### config.mk
export PLATFORM = sky130hd
export DESIGN_NAME = washer_ctrl_gen2
export DESIGN_NICKNAME = d
export VERILOG_FILES = /design/src/rtl/washer_pkg.sv /design/src/rtl/washer_timer.sv /design/src/rtl/washer_ctrl_gen2.sv
export SDC_FILE = /design/constraint.sdc
export NUM_CORES = 1
export LEC_CHECK = 0
export BUFFER_PORTS_ARGS = -buffer_cell sky130_fd_sc_hd__buf_2
export CAP_MARGIN = 10
export CORE_MARGIN = 2
export CORE_UTILIZATION = 55
export DETAILED_ROUTE_END_ITERATION = 10
export PLACE_DENSITY = 0.78
export SLEW_MARGIN = 20
export SYNTH_ARGS = -nofsm -noshare
export SYNTH_HDL_FRONTEND = slang
export SYNTH_SLANG_ARGS = --single-unit
### constraint.sdc
create_clock -name clk -period 2.91 [get_ports clk]
set_input_delay 0.4365 -clock clk [delete_from_list [all_inputs] [get_ports clk]]
set_output_delay 0.4365 -clock clk [all_outputs]
set_load 0.1 [all_outputs]
### src/rtl/washer_pkg.sv
// washer_pkg: state encoding shared by the washer controller and its bench.
package washer_pkg;
    localparam int STATE_W = 4;
    typedef enum logic [STATE_W-1:0] {
        IDLE      = 4'd0,
        FILL      = 4'd1,
        DETERGENT = 4'd2,
        AGITATE   = 4'd3,
        DRAIN     = 4'd4,
        SPIN      = 4'd5,
        PAUSED    = 4'd6,
        DONE      = 4'd7,
        FAULT     = 4'd8
    } state_t;
endpackage

### src/rtl/washer_timer.sv
// washer_timer: loadable saturating down-counter; expired while the count is zero.
module washer_timer #(
    parameter int TIMER_W = 16
) (
    input  logic               clk,
    input  logic               reset,
    input  logic               load,
    input  logic [TIMER_W-1:0] load_value,
    input  logic               enable,
    output logic               expired
);
    logic [TIMER_W-1:0] count;
    always_ff @(posedge clk or posedge reset) begin
        if (reset)
            count <= '0;
        else if (load)
            count <= load_value;
        else if (enable && count != '0)
            count <= count - 1'b1;
    end
    assign expired = count == '0;
endmodule

### src/rtl/washer_ctrl_gen2.sv
// washer_ctrl_gen2: washing-machine sequencer with internal phase timer, fill/drain
// watchdogs, pause/resume, programmable rinses and a latched door/watchdog fault.
module washer_ctrl_gen2
    import washer_pkg::*;
#(
    parameter int TIMER_W       = 16,
    parameter int WASH_TICKS    = 1000,
    parameter int RINSE_TICKS   = 500,
    parameter int SPIN_TICKS    = 800,
    parameter int FILL_TIMEOUT  = 2000,
    parameter int DRAIN_TIMEOUT = 2000,
    parameter int MAX_RINSES    = 3,
    parameter int RINSE_W       = 2
) (
    input  logic               clk,
    input  logic               reset,
    input  logic               start,
    input  logic               pause,
    input  logic               door_closed,
    input  logic               filled,
    input  logic               drained,
    input  logic               detergent_added,
    input  logic [RINSE_W-1:0] rinse_count,
    output logic               door_lock,
    output logic               motor_on,
    output logic               motor_fast,
    output logic               fill_valve_on,
    output logic               drain_valve_on,
    output logic               done,
    output logic               fault,
    output logic [STATE_W-1:0] state_out,
    output logic [RINSE_W-1:0] rinses_left
);
    localparam logic [RINSE_W-1:0] MAX_R = RINSE_W'(MAX_RINSES);
    state_t state, next_state, ret_state;
    logic wash_phase, phase_expired, dog_expired, phase_load, dog_load;
    logic [TIMER_W-1:0] phase_value, dog_value;
    always_comb begin
        next_state = state;
        case (state)
            IDLE:      next_state = (start && door_closed) ? FILL : IDLE;
            FILL:      next_state = filled ? (wash_phase ? DETERGENT : AGITATE) : (dog_expired ? FAULT : FILL);
            DETERGENT: next_state = detergent_added ? AGITATE : DETERGENT;
            AGITATE:   next_state = phase_expired ? DRAIN : (pause ? PAUSED : AGITATE);
            DRAIN:     next_state = drained ? ((rinses_left != '0) ? FILL : SPIN) : (dog_expired ? FAULT : DRAIN);
            SPIN:      next_state = phase_expired ? DONE : (pause ? PAUSED : SPIN);
            PAUSED:    next_state = pause ? PAUSED : ret_state;
            DONE:      next_state = start ? DONE : IDLE;
            default:   next_state = FAULT;
        endcase
        if (!door_closed && !(state inside {IDLE, DONE, FAULT}))
            next_state = FAULT;
    end
    // Timers load N-1 on phase entry so a phase lasts exactly N cycles; resuming from PAUSED keeps the count.
    assign phase_load  = (next_state inside {AGITATE, SPIN}) && next_state != state && state != PAUSED;
    assign phase_value = (next_state == SPIN) ? TIMER_W'(SPIN_TICKS - 1) :
                         wash_phase ? TIMER_W'(WASH_TICKS - 1) : TIMER_W'(RINSE_TICKS - 1);
    assign dog_load    = (next_state inside {FILL, DRAIN}) && next_state != state;
    assign dog_value   = (next_state == FILL) ? TIMER_W'(FILL_TIMEOUT - 1) : TIMER_W'(DRAIN_TIMEOUT - 1);
    washer_timer #(.TIMER_W(TIMER_W)) u_phase (
        .clk(clk), .reset(reset), .load(phase_load), .load_value(phase_value),
        .enable(state inside {AGITATE, SPIN}), .expired(phase_expired)
    );
    washer_timer #(.TIMER_W(TIMER_W)) u_dog (
        .clk(clk), .reset(reset), .load(dog_load), .load_value(dog_value),
        .enable(state inside {FILL, DRAIN}), .expired(dog_expired)
    );
    always_ff @(posedge clk or posedge reset) begin
        if (reset) begin
            state          <= IDLE;
            ret_state      <= IDLE;
            rinses_left    <= '0;
            wash_phase     <= 1'b1;
            door_lock      <= 1'b0;
            motor_on       <= 1'b0;
            motor_fast     <= 1'b0;
            fill_valve_on  <= 1'b0;
            drain_valve_on <= 1'b0;
            done           <= 1'b0;
            fault          <= 1'b0;
        end else begin
            state <= next_state;
            if (state == IDLE && next_state == FILL) begin
                rinses_left <= (rinse_count > MAX_R) ? MAX_R : rinse_count;
                wash_phase  <= 1'b1;
            end else if (state == DRAIN && next_state == FILL) begin
                rinses_left <= rinses_left - 1'b1;
                wash_phase  <= 1'b0;
            end
            if (next_state == PAUSED && state != PAUSED)
                ret_state <= state;
            // Outputs decode the next state so they switch on the same edge as the state.
            door_lock      <= (next_state inside {FILL, DETERGENT, AGITATE, DRAIN, SPIN, PAUSED}) ||
                              (next_state == FAULT && !drained);
            motor_on       <= next_state inside {AGITATE, SPIN};
            motor_fast     <= next_state == SPIN;
            fill_valve_on  <= next_state == FILL;
            drain_valve_on <= (next_state inside {DRAIN, SPIN}) || (next_state == FAULT && !drained);
            done           <= next_state == DONE;
            fault          <= next_state == FAULT;
        end
    end
    assign state_out = state;
endmodule

==> results.md <==
- Outcome: completed
- Count of flip-flops with a built-in enable after synthesis: 0
- GRT overflow: 0
- Net Count, Synth: 315
- Startpoint Class: register
- Clk sinks: 50
- Root Driver: clkbuf_8
- Worst-skew pair later-pin latency: 310 ps
- CTS tree: built
- Dpl cells: 394
- Die area: 6047 sq um
- Total Routing Usage GR: 0.2209
- Area grow syn2layout: 12.54%
- Core footprint: 5172 sq um
- Syn Inst Count: 301
- Worst path cell trace: inv_1 > ha_1 > nor3b_4 > a41oi_1 > o21bai_1 > a2111o_1 > nand2b_2 > inv_2 > nand3_1 > nand3b_4 > a221o_1
- Layout Cells excl Fill: 405
- Initial antenna violation count: 0
- CP max stage cell: dfrtp_1
- Sequential fraction of the synthesis area: 0.4185
- Biggest area consumer among synthesized cells: dfrtp_1
- Vias in the first global route: 2267
- Critical-path maximum fanout: 6
- Async set or reset register ratio after synthesis: 1.000
- Most frequent cell after synthesis: dfrtp_1
- Fin nets: 348
- Kind of critical path: reg2reg
- Synth Cell Area: 2993 sq um
- Type of element capturing the critical path: register
- ANT cells: 0
- I/O Buffers: 22
- Final count of hold timing violations: 0
- Pin count of the biggest net entering global routing: 36
- Die span in y: 77.77 um
- Achievable frequency: 357.0 MHz
- Yosys top cell area share: 0.4097
- Wirelength per Cell: 15.73 um
- Slew at the pin closest to its max-slew limit: 697.0 ps
- Global-route wire length before repair: 10720 um
- Synthesized area per cell: 9.943 sq um
- Cell Pwr Density: 347.4 nW/um^2
- Cts bufs inserted: 5
- Final Max Slew Viols: 0
- Drt drc: 0
- Initial Utilization: 0.5786
- Count of state elements after synthesis: 50
- Lkg Pwr: 1.322 nW
- Fraction of the cycle the final worst path needs: 0.9626
- Layout Skew: 8.556 ps
- H-tree depth: 2
- Max-Cap Viols: 0
- Hold_buf cts: 0
- Slew HR: 0.5346
- Via Count: 2338
- Main area contributors after synthesis: dfrtp_1 41%, xnor2_1 5.0%, nor2_1 4.4%
- Final setup viols: 0
- CP max stage delay: 370 ps
- Worst reg-to-reg path cell count: 11
- Synth cell types: 70
- Starting DRC count in detailed routing: 115
- # rows: 26
- Die width: 77.77 um
- Final ANT Viol Nets: 0
- Min cycle time layout: 2801 ps
- Worst Path Arrival: 3000 ps
- Fillers: 408
- Share of layout cells above drive strength 1: 0.2567
- First-pass DRT Iterations: 4
- Placer Congestion: 0.9655
- Fin Hold WS: 222.5 ps
- DR vias/cell: 5.773
- Most frequent cells after synthesis: 49 x dfrtp_1, 35 x nor2_1, 19 x nand2_1
- Worst min path class: in2async
- Worst-path clk slew: 100 ps
- Warnings from Yosys: 0
- Clock Path Buffers: 2
- Primary FF master, synth: dfrtp_1
- IO Count: 23
- Post-DP HPWL: 4639 um
- Required time worst endpoint: 3110 ps
- WL final: 6370 um
- VDD IR max: 258.0 uV
## layer usage
layer | part of all wire | track usage | routed length [um]
met5 | 0 | 0 | 0
met4 | 0.013 | 0.07500 | 80
met1 | 0.45 | 0.3058 | 2851
met2 | 0.50 | 0.3569 | 3157
met3 | 0.044 | 0.03023 | 281
## layout by cell type, fill, tap and decap left out, types with 6 or more instances in the layout
master,n
nor3_1,8
and3_1,6
buf_2,22
dfrtp_1,45
a21oi_1,8
inv_1,16
nand2b_1,7
o21ai_0,11
nand2_1,19
nor4_1,9
xor2_1,8
nor2_1,35
clkbuf_8,6
buf_4,11
nand3_1,7
xnor2_1,17
## cell type report
type	count	area, sq um	area share
sequential	50	1257	0.3733
clock inverter	2	16.27	0.004829
timing repair buffer	33	192.7	0.05721
inverter	19	71.32	0.02117
tap	70	87.58	0.02600
multi-input combinational	225	1660	0.4929
clock buffer	6	82.58	0.02452
## sequential cells by signal, summed over array words and instances, names as in the netlist, 2 cells and up
| register | count |
|---|---|
| ret_state | 4 |
| rinses_left | 2 |
| state_out | 4 |
| u_dog.count | 16 |
| u_phase.count | 16 |
## cell families (layout without fill, tap and decap cells)
kind of cell	after synthesis	in the layout	share of synthesized area
simple gates	138	138	0.2935
compound gates	54	54	0.1434
flops	50	50	0.4185
buf+inv	26	60	0.04013
xor+xnor	25	25	0.07316
fa+ha+maj	4	4	0.01672
mux	4	4	0.01463
## power breakdown
part	switching, mW	total, mW	internal (mW)
combinational	0.0324	0.0413	0.00892
clock	0.237	0.433	0.196
sequential	0.000516	0.696	0.696
total	0.270	1.17	0.900
## through the flow
| step | util | setup slack, ps | setup TNS [ps] | total power [mW] | instance area [sq um] |
|---|---|---|---|---|---|
| final | 0.6512 | 108.8 | 0 | 1.170 | 3368 |
| after global routing | 0.6512 | -17.34 | -65.15 | 1.206 | 3368 |
| after CTS | 0.6391 | 2.003 | 0 | 1.180 | 3306 |
| after detailed placement | 0.6200 | 44.31 | 0 | 0.7517 | 3207 |
| after global placement | 0.6200 | 216.8 | 0 | 0.7511 | 3207 |
| after floorplan | - | 86.15 | 0 | 0.7349 | 2998 |
## critical path: cells and delay by family (launching register included)
kind	cells	cell delay (ps)
buffers and inverters	2	210
AO/OA/AOI/OAI	4	1190
flip-flops	1	370
AND/OR/NAND/NOR	4	690
adder cells (fa/ha/maj)	1	220
## worst paths after layout
check	to	start	slack (ps)
worst max-delay path	rinses_left[0]	u_phase.count[0]	110
worst min-delay path	u_phase.count[14]	reset	220
worst max register to register	rinses_left[0]	u_phase.count[0]	110
worst min register to register	ret_state[0]	ret_state[0]	480
max in group asynchronous	wash_phase	reset	1930
min in group clk	rinses_left[0]	rinse_count[0]	360
## what timing repair did
item,in CTS,in global routing
buffers inserted,0,3
hold endpoints to repair,0,0
gates resized for setup,0,8
endpoints found under the setup margin,0,24
Power figures use the tool's default switching activity.
